### src/rtl/i2s_pkg.sv
// i2s_pkg: framing constants and parameter legality checks shared by the I2S transmitter and receiver.
package i2s_pkg;
  localparam logic [7:0] CLK_DIVISION_DEF    = 8'd14;
  localparam logic [7:0] AUDIO_WORD_LEN_DEF  = 8'd24;
  localparam logic [7:0] AUDIO_FRAME_LEN_DEF = 8'd64;

  function automatic logic [7:0] bclk_half(input logic [7:0] div);
    return (div >> 1) - 8'd1;
  endfunction

  function automatic logic [7:0] frame_half(input logic [7:0] len);
    return len >> 1;
  endfunction

  // Each channel slot must hold the delay bit plus the whole word.
  function automatic logic params_ok(input logic [7:0] div, input logic [7:0] word,
                                     input logic [7:0] frame);
    return !div[0] && div >= 8'd4 && word >= 8'd2 && !frame[0] &&
           {1'b0, frame >> 1} >= {1'b0, word} + 9'd1;
  endfunction
endpackage

### src/rtl/i2s_clk_gen.sv
// i2s_clk_gen: BCLK/LRCLK generation and frame bit counter; fe_o marks the BCLK falling-edge cycle.
module i2s_clk_gen import i2s_pkg::*; #(
  parameter logic [7:0] CLK_DIVISION    = CLK_DIVISION_DEF,
  parameter logic [7:0] AUDIO_FRAME_LEN = AUDIO_FRAME_LEN_DEF
) (
  input  logic       clk_i,
  input  logic       rst_ni,
  input  logic       enable_i,
  output logic       bclk_o,
  output logic       lrclk_o,
  output logic       fe_o,
  output logic [7:0] nxt_idx_o
);
  localparam logic [7:0] HALF  = bclk_half(CLK_DIVISION);
  localparam logic [7:0] FHALF = frame_half(AUDIO_FRAME_LEN);

  logic [7:0] div_q, idx_q;
  logic       bclk_q, lr_q, tick;

  assign tick      = enable_i && div_q == 8'd0;
  assign fe_o      = tick && bclk_q;
  assign nxt_idx_o = (idx_q == AUDIO_FRAME_LEN - 8'd1) ? 8'd0 : idx_q + 8'd1;
  assign bclk_o    = bclk_q;
  assign lrclk_o   = lr_q;

  always_ff @(posedge clk_i or negedge rst_ni) begin
    if (!rst_ni) begin
      div_q  <= HALF;
      bclk_q <= 1'b0;
      lr_q   <= 1'b1;
      idx_q  <= AUDIO_FRAME_LEN - 8'd1;
    end else if (enable_i) begin
      div_q <= tick ? HALF : div_q - 8'd1;
      if (tick) bclk_q <= ~bclk_q;
      if (fe_o) begin
        idx_q <= nxt_idx_o;
        lr_q  <= nxt_idx_o >= FHALF;
      end
    end
  end
endmodule

### src/rtl/i2s_transmitter.sv
// i2s_transmitter: I2S master transmitter with a one-entry stereo holding register.
module i2s_transmitter import i2s_pkg::*; #(
  parameter logic [7:0] CLK_DIVISION    = CLK_DIVISION_DEF,
  parameter logic [7:0] AUDIO_WORD_LEN  = AUDIO_WORD_LEN_DEF,
  parameter logic [7:0] AUDIO_FRAME_LEN = AUDIO_FRAME_LEN_DEF
) (
  input  logic                      clk_i,
  input  logic                      rst_ni,
  input  logic                      enable_i,
  input  logic [AUDIO_WORD_LEN-1:0] left_data_i,
  input  logic [AUDIO_WORD_LEN-1:0] right_data_i,
  input  logic                      sample_valid_i,
  output logic                      sample_ready_o,
  output logic                      bclk_o,
  output logic                      lrclk_o,
  output logic                      audio_data_o,
  output logic                      frame_start_o,
  output logic                      underrun_o
);
  localparam logic [7:0] FHALF = frame_half(AUDIO_FRAME_LEN);

  if (!params_ok(CLK_DIVISION, AUDIO_WORD_LEN, AUDIO_FRAME_LEN)) begin : g_bad_params
    $error("i2s_transmitter: illegal CLK_DIVISION/AUDIO_WORD_LEN/AUDIO_FRAME_LEN");
  end

  logic [AUDIO_WORD_LEN-1:0] hold_l_q, hold_r_q, shift_l_q, shift_r_q, sel_w;
  logic [7:0] nxt_idx, h, off;
  logic fe, chan, load, accept, bit_d, ready_d;
  logic ready_q, data_q, fs_q, ur_q;

  i2s_clk_gen #(.CLK_DIVISION(CLK_DIVISION), .AUDIO_FRAME_LEN(AUDIO_FRAME_LEN)) u_clk_gen (
    .clk_i(clk_i), .rst_ni(rst_ni), .enable_i(enable_i), .bclk_o(bclk_o),
    .lrclk_o(lrclk_o), .fe_o(fe), .nxt_idx_o(nxt_idx)
  );

  // Slot h carries word bit AUDIO_WORD_LEN-h; h==0 is the I2S delay bit.
  always_comb begin
    chan    = nxt_idx >= FHALF;
    h       = chan ? nxt_idx - FHALF : nxt_idx;
    off     = AUDIO_WORD_LEN - h;
    sel_w   = (chan ? shift_r_q : shift_l_q) >> off;
    bit_d   = h != 8'd0 && h <= AUDIO_WORD_LEN && sel_w[0];
    load    = fe && nxt_idx == 8'd0;
    accept  = sample_valid_i && ready_q;
    ready_d = accept ? 1'b0 : (load ? 1'b1 : ready_q);
  end

  always_ff @(posedge clk_i or negedge rst_ni) begin
    if (!rst_ni) begin
      hold_l_q  <= '0;
      hold_r_q  <= '0;
      shift_l_q <= '0;
      shift_r_q <= '0;
      ready_q   <= 1'b1;
      data_q    <= 1'b0;
      fs_q      <= 1'b0;
      ur_q      <= 1'b0;
    end else begin
      if (accept) begin
        hold_l_q <= left_data_i;
        hold_r_q <= right_data_i;
      end
      if (load) begin
        shift_l_q <= ready_q ? '0 : hold_l_q;
        shift_r_q <= ready_q ? '0 : hold_r_q;
      end
      if (fe) data_q <= bit_d;
      ready_q <= ready_d;
      fs_q    <= load;
      ur_q    <= load && ready_q;
    end
  end

  assign sample_ready_o = ready_q;
  assign audio_data_o   = data_q;
  assign frame_start_o  = fs_q;
  assign underrun_o     = ur_q;
endmodule

### config.mk
export PLATFORM = sky130hd
export DESIGN_NAME = i2s_transmitter
export DESIGN_NICKNAME = d
export VERILOG_FILES = /design/src/rtl/i2s_pkg.sv /design/src/rtl/i2s_clk_gen.sv /design/src/rtl/i2s_transmitter.sv
export SDC_FILE = /design/constraint.sdc
export NUM_CORES = 1
export LEC_CHECK = 0
export BUFFER_PORTS_ARGS = -buffer_cell sky130_fd_sc_hd__buf_2
export CELL_PAD_IN_SITES_DETAIL_PLACEMENT = 0
export CELL_PAD_IN_SITES_GLOBAL_PLACEMENT = 2
export CORE_MARGIN = 4
export CORE_UTILIZATION = 35
export CTS_CLUSTER_DIAMETER = 80
export DETAILED_ROUTE_END_ITERATION = 10
export PLACE_DENSITY_LB_ADDON = 0.1
export SYNTH_ARGS = -nofsm -noshare
export SYNTH_HDL_FRONTEND = slang
export SYNTH_SLANG_ARGS = --single-unit
### constraint.sdc
create_clock -name clk_i -period 2.7 [get_ports clk_i]
set_input_delay 0.27 -clock clk_i [delete_from_list [all_inputs] [get_ports clk_i]]
set_output_delay 0.27 -clock clk_i [all_outputs]
set_load 0.03 [all_outputs]
==> results_dict.tcl, run 1 <==
set metrics [dict create \
    routed_wl_mm 13.6 \
    worstMarginPinSlew_ps 772 \
    cp_data_required_time_ps 2990 \
    synth_seq_cells 118 \
    drt_iter0_drc 170 \
    num_rows 46 \
    switching_share 0.257 \
    start_kind "flip-flop" \
    num_io_pins 58 \
    pwr-share-seq 0.422 \
    maxCapViolCount 0 \
    crit_top_cell "buf_4" \
    max_freq_mhz 380 \
    insertion_delay_ps 410 \
    final.min_clock_period_ps 2630 \
    grt_pass1_wl_mm 22.5 \
    cp.buffers_inverters 3 \
    final-max-slew-violation-count 0 \
    crit_slowest_cell "dfstp_2" \
    syn_area_per_cell_um2 11.1 \
    post_route_cells_drive_above_1_share 0.351 \
    first_global_vias 4312 \
    coreArea_um2 15800 \
    p_sw_uw 1180 \
    fin_total_pwr_uw 4600 \
    start_util 0.355 \
    path_max_fanout 5 \
    syn2layout_area_growth_pct 24.4 \
    nets 646 \
    clkTransAtPathRegs_ps 60 \
    slew_headroom 0.486 \
    grt_max_degree 57 \
    combPwrFrac 0.126 \
    synth_area_um2 5620 \
    leakagePower_uw 0.00348 \
    place_ws_ps 2.88 \
    grt_overflow 0 \
    ys_warn_count 0 \
    clock-skew-final_ps 8.56 \
    setup_violations 0 \
    peakVddDrop_mv 0.486 \
    status "finished, final reports clean" \
    cts_buffer_depth 2 \
    gr-usage-all-layers 0.158 \
    tns_ps 0 \
    grt_use_met1 0.210 \
    wl_per_cell_um 16.5 \
    crit_chain "nand3_4 -> buf_4 -> a2111oi_4 -> nor3_4 -> buf_12 -> buf_4 -> mux4_2 -> o2111ai_1 -> o311a_1 -> nor4_2" \
    die_x_um 135 \
    clockPowerShare 0.452 \
    diodes 0 \
    detailed_place_hpwl_mm 9.03 \
    grt.busiest_layer "met2" \
    ys_seq_area_frac 0.527 \
    port_buffers 57 \
    root_buffer "clkbuf_16" \
    period_share 0.976 \
    viasPerCell 4.87 \
    cts-buffers-inserted 17 \
    die-area_um2 18200 \
    cts_tree "yes" \
    num_vias 3995 \
    grtUsageMet3 0.0432 \
    crit_arrival_ps 2930 \
    synth-edff-count 0 \
    htreeDepth 4 \
    hold_viol_final 0 \
    antenna_found_initial 0 \
    crit_type "reg2reg" \
    hold_path.class "in2reg" \
    synth_fp_nets 562 \
    rsz0062_at_grt "yes" \
    layout_setup_ws_ps 65.8 \
    use_met2 0.255 \
    cpLargestDelayFamily "compound AO/OA/AOI/OAI gates" \
    place_congestion 0.810 \
    drt_first_pass_iters 4 \
    antenna_left 0 \
    numClockSinks 118 \
    die_h_um 135 \
    syn_inst 507 \
    synthArstFlopShare 1.00 \
    cp-end-kind "flip-flop" \
    p_per_area_nw_per_um2 658 \
    internal-power_uw 3420 \
    synth_top_flop_cell "dfrtp_1" \
    fillers 1531 \
    slowest_delay_ps 610 \
    drc 0 \
    synth_cell_types 54 \
]
[Yosys cell counts, drive strengths merged (2+ instances only)]
master	n	share of area
nand2	121	0.081
dfrtp	108	0.48
mux2	50	0.10
nand3b	48	0.064
clkbuf	18	0.012
buf	15	0.018
o21ai	14	0.012
a21oi	10	0.0089
dfstp	10	0.047
nand3	10	0.011
nor2	10	0.0067
mux2i	8	0.014
mux4	8	0.032
xnor2	8	0.012
a31oi	7	0.0089
nor3	7	0.0082
inv	6	0.0040
and3	5	0.0056
nand2b	4	0.0044
xor2	4	0.0062
and2	3	0.0038
ha	3	0.0067
nand4	3	0.0033
a2111oi	2	0.0076
nor2b	2	0.0022
nor4	2	0.0033
o2111ai	2	0.0031
o311a	2	0.0036
or3	2	0.0022
or4b	2	0.0036
[power by group through the flow]
stage	Sequential [uW]	Combinational, uW	Clock (uW)
2_1_floorplan	1970	310	0
3_3_place_gp	1960	564	0
3_5_place_dp	1960	567	0
4_1_cts	1940	573	2140
5_1_grt	1950	642	2210
6_report	1940	581	2080
[sequential cells by signal, indices dropped and copies added, names as in the netlist, 8 cells and up]
signal / flops
u_clk_gen.idx_q: 8
shift_r_q: 24
hold_l_q: 24
u_clk_gen.div_q: 8
hold_r_q: 24
shift_l_q: 24
[cell usage in the layout (no fill, tap or decap), types with 3 or more instances in the layout]
cell type,n
nand2_1,119
dfrtp_1,108
buf_2,56
mux2_2,50
nand3b_1,48
buf_4,35
clkbuf_16,18
o21ai_0,14
nor2_1,10
dfstp_2,10
a21oi_1,9
nand3_1,9
xnor2_1,8
mux2i_1,8
mux4_2,8
inv_1,6
a31oi_1,6
and3_1,5
nor3_1,5
clkbuf_1,5
xor2_1,4
nand2b_1,4
clkinv_2,4
buf_12,4
nand4_1,3
[final timing paths]
| path | start | to | slack (ps) | cells past startpoint |
|---|---|---|---|---|
| worst max-delay path | u_clk_gen.idx_q[0]$_DFFE_PN1P_ | audio_data_o$_DFFE_PN0P_ | 70 | 10 |
| worst min-delay path | sample_valid_i | sample_ready_o$_DFFE_PN1P_ | 30 | 2 |
| worst max register to register | u_clk_gen.idx_q[0]$_DFFE_PN1P_ | audio_data_o$_DFFE_PN0P_ | 70 | 10 |
| worst min register to register | shift_l_q[15]$_DFFE_PN0P_ | shift_l_q[15]$_DFFE_PN0P_ | 460 | 2 |
| max in group asynchronous | rst_ni | sample_ready_o$_DFFE_PN1P_ | 1390 | 3 |
| min in group asynchronous | rst_ni | hold_l_q[20]$_DFFE_PN0P_ | 480 | 2 |
[logic make-up (layout without fill, tap and decap cells)]
kind of cell | count (synthesis) | after routing | share of synthesized area
XOR/XNOR | 12 | 12 | 0.0187
AO/OA/AOI/OAI | 45 | 45 | 0.0563
buffers and inverters | 39 | 136 | 0.0340
adder cells (fa/ha/maj) | 3 | 3 | 0.00668
multiplexers | 66 | 66 | 0.146
flip-flops | 118 | 118 | 0.527
AND/OR/NAND/NOR | 224 | 224 | 0.211
[layout make-up]
type / instances / area, um2 / share of cell area
inverter: 6 / 22.5 / 0.00322
clock inverter: 9 / 82.6 / 0.0118
timing repair buffer: 98 / 686 / 0.0980
multi-input combinational: 350 / 2510 / 0.359
tap: 216 / 270 / 0.0386
clock buffer: 23 / 458 / 0.0655
sequential: 118 / 2970 / 0.424
[metrics by stage]
stage	std cells	instance area [um2]	utilization	hold slack [ps]
final	820	7000	0.442	33.4
after global routing	820	7000	0.442	29.5
after CTS	813	6880	0.435	14.2
after detailed placement	780	6320	0.400	398
after global placement	780	6320	0.400	395
after floorplan	507	5620	-	-25.6
[metal layers]
layer  vias up  wire length (um)
li1       1935                 -
met1      1962              6290
met2        78              6600
met3        20               483
met4         0               190
met5         -                 0
[repair_timing]
action | 4_1_cts | 5_1_grt
setup buffers | 0 | 6
setup endpoints to repair | 1 | 51
hold endpoints to repair | 45 | 0
pin swaps | 0 | 2
resized for setup | 1 | 6
hold buffers | 1 | 0
gates cloned | 0 | 1
Note: power is estimated with default switching activity, not from simulation.
==> inputs of run 2 (changes only) <==
Settings changed: REMOVE_ABC_BUFFERS set to 1.
==> results_dict.tcl, run 2 (synthesized netlist as in run 1, its figures left out) <==
set metrics [dict create \
    htreeDepth 4 \
    period_share 0.977 \
    worstMarginPinSlew_ps 475 \
    place_ws_ps 0.329 \
    viasPerCell 4.87 \
    r2r_start "u_clk_gen.idx_q[0]$_DFFE_PN1P_" \
    worstRegToRegCells 10 \
    port_buffers 57 \
    die-area_um2 18200 \
    whs_ps 37.3 \
    p_per_area_nw_per_um2 687 \
    layoutNonFillerInstCount 815 \
    antenna_found_initial 0 \
    clock-skew-final_ps 10.0 \
    crit_type "reg2reg" \
    crit_arrival_ps 2960 \
    cp-end-kind "flip-flop" \
    final-max-slew-violation-count 0 \
    rsz0062_at_grt "yes" \
    hold_path.class "in2reg" \
    numPlacedInstances 776 \
    first_global_vias 4270 \
    drt_iter0_drc 279 \
    antenna_left 0 \
    cp_data_required_time_ps 3020 \
    final.min_clock_period_ps 2640 \
    num_vias 3965 \
    numClockSinks 118 \
    cts_tree "yes" \
    fin_util 0.445 \
    maxCapViolCount 0 \
    insertion_delay_ps 410 \
    gr-usage-all-layers 0.150 \
    hold_path_depth 2 \
    syn2layout_area_growth_pct 25.2 \
    num_rows 46 \
    layout_commonest_cell "nand2_1" \
    grt_overflow 0 \
    rr_endpoint "audio_data_o$_DFFE_PN0P_" \
    layout_setup_ws_ps 63.2 \
    cts_buffer_depth 2 \
    reg2reg_slack_ps 60 \
    num_io_pins 58 \
    die_h_um 135 \
    cts-buffers-inserted 17 \
    grt_max_degree 92 \
    nets 642 \
    peakVddDrop_mv 0.534 \
    status "finished, final reports clean" \
    hold_start "sample_valid_i" \
    coreArea_um2 15800 \
    start_util 0.355 \
    drc 0 \
    max_freq_mhz 379 \
    setup_violations 0 \
    root_buffer "clkbuf_16" \
    wl_per_cell_um 15.7 \
    crit_path_start "u_clk_gen.idx_q[0]$_DFFE_PN1P_" \
    routed_wl_mm 12.8 \
    clkTransAtPathRegs_ps 60 \
    path_max_fanout 7 \
    slew_headroom 0.680 \
    hold_viol_final 0 \
    place_congestion 0.857 \
    grt_pass1_wl_mm 21.6 \
    detailed_place_hpwl_mm 8.70 \
    post_route_cells_drive_above_1_share 0.357 \
    start_kind "flip-flop" \
    leakagePower_uw 0.00351 \
    worstHoldEndpoint "sample_ready_o$_DFFE_PN1P_" \
    tns_ps 0 \
    layout_common_cells "nand2_1 (118), dfrtp_1 (108), buf_2 (56)" \
    diodes 0 \
    die_x_um 135 \
    drt_first_pass_iters 4 \
]
==> run 2: changes by cell type in the layout (fill, tap and decap cells not counted), moves of 2 or more <==
cell,change
clkbuf_8,+2
clkinv_2,-2
buf_6,+4
clkbuf_1,-5
buf_4,-7
bufinv_16,+2
==> run 2: how the worst max path moves through the flow <==
stage / to / slack, ps / cells after the start
3_5_place_dp: audio_data_o$_DFFE_PN0P_ / 0.3 / 10
2_1_floorplan: shift_l_q[20]$_DFFE_PN0P_ / -1560 / 6
4_1_cts: audio_data_o$_DFFE_PN0P_ / 9 / 10
6_report: audio_data_o$_DFFE_PN0P_ / 60 / 10
5_1_grt: audio_data_o$_DFFE_PN0P_ / -20 / 10
3_3_place_gp: audio_data_o$_DFFE_PN0P_ / 100 / 10
==> run 2: what timing repair did <==
action,CTS,global route
setup buffers,0,7
resized for setup,1,12
endpoints found under the setup margin,1,27
hold buffers,1,0
hold endpoints to repair,21,0
pin swaps,1,7
==> run 2: where the power goes <==
| part | internal (uW) | switching [uW] | total [uW] |
|---|---|---|---|
| logic | 281 | 299 | 580 |
| registers | 1860 | 76.0 | 1930 |
| clock network | 1520 | 802 | 2320 |
==> run 2: layer usage <==
metal	track usage	vias to the layer above	part of all wire
met5	0	-	0
met4	0.0492	0	0.0054
met3	0.0387	2	0.032
met2	0.244	49	0.49
met1	0.197	1988	0.47
li1	-	1926	-
==> run 2: through the flow <==
stage / instance area, um2 / power (uW)
floorplan: 5450 / 2270
global placement: 6310 / 2510
detailed placement: 6310 / 2510
CTS: 6940 / 4880
global route: 7040 / 5080
finish: 7040 / 4840
==> run 2: critical path, cell delays in order (launching register included) <==
cell and delay (ps):
dfstp_2 570, buf_6 130, nand3_4 80, buf_6 140
a2111oi_4 400, nor3_4 130, buf_4 160, mux4_2 330
nor2_1 40, o311a_1 300, nor4_2 250
==> run 2: final cells by class <==
class	instances	area, um2
Clock buffer	20	467
Clock inverter	11	149
Fill cell	1530	8790
Inverter	6	22.5
Multi-Input combinational cell	350	2520
Sequential cell	118	2970
Tap cell	216	270
Timing Repair Buffer	94	646
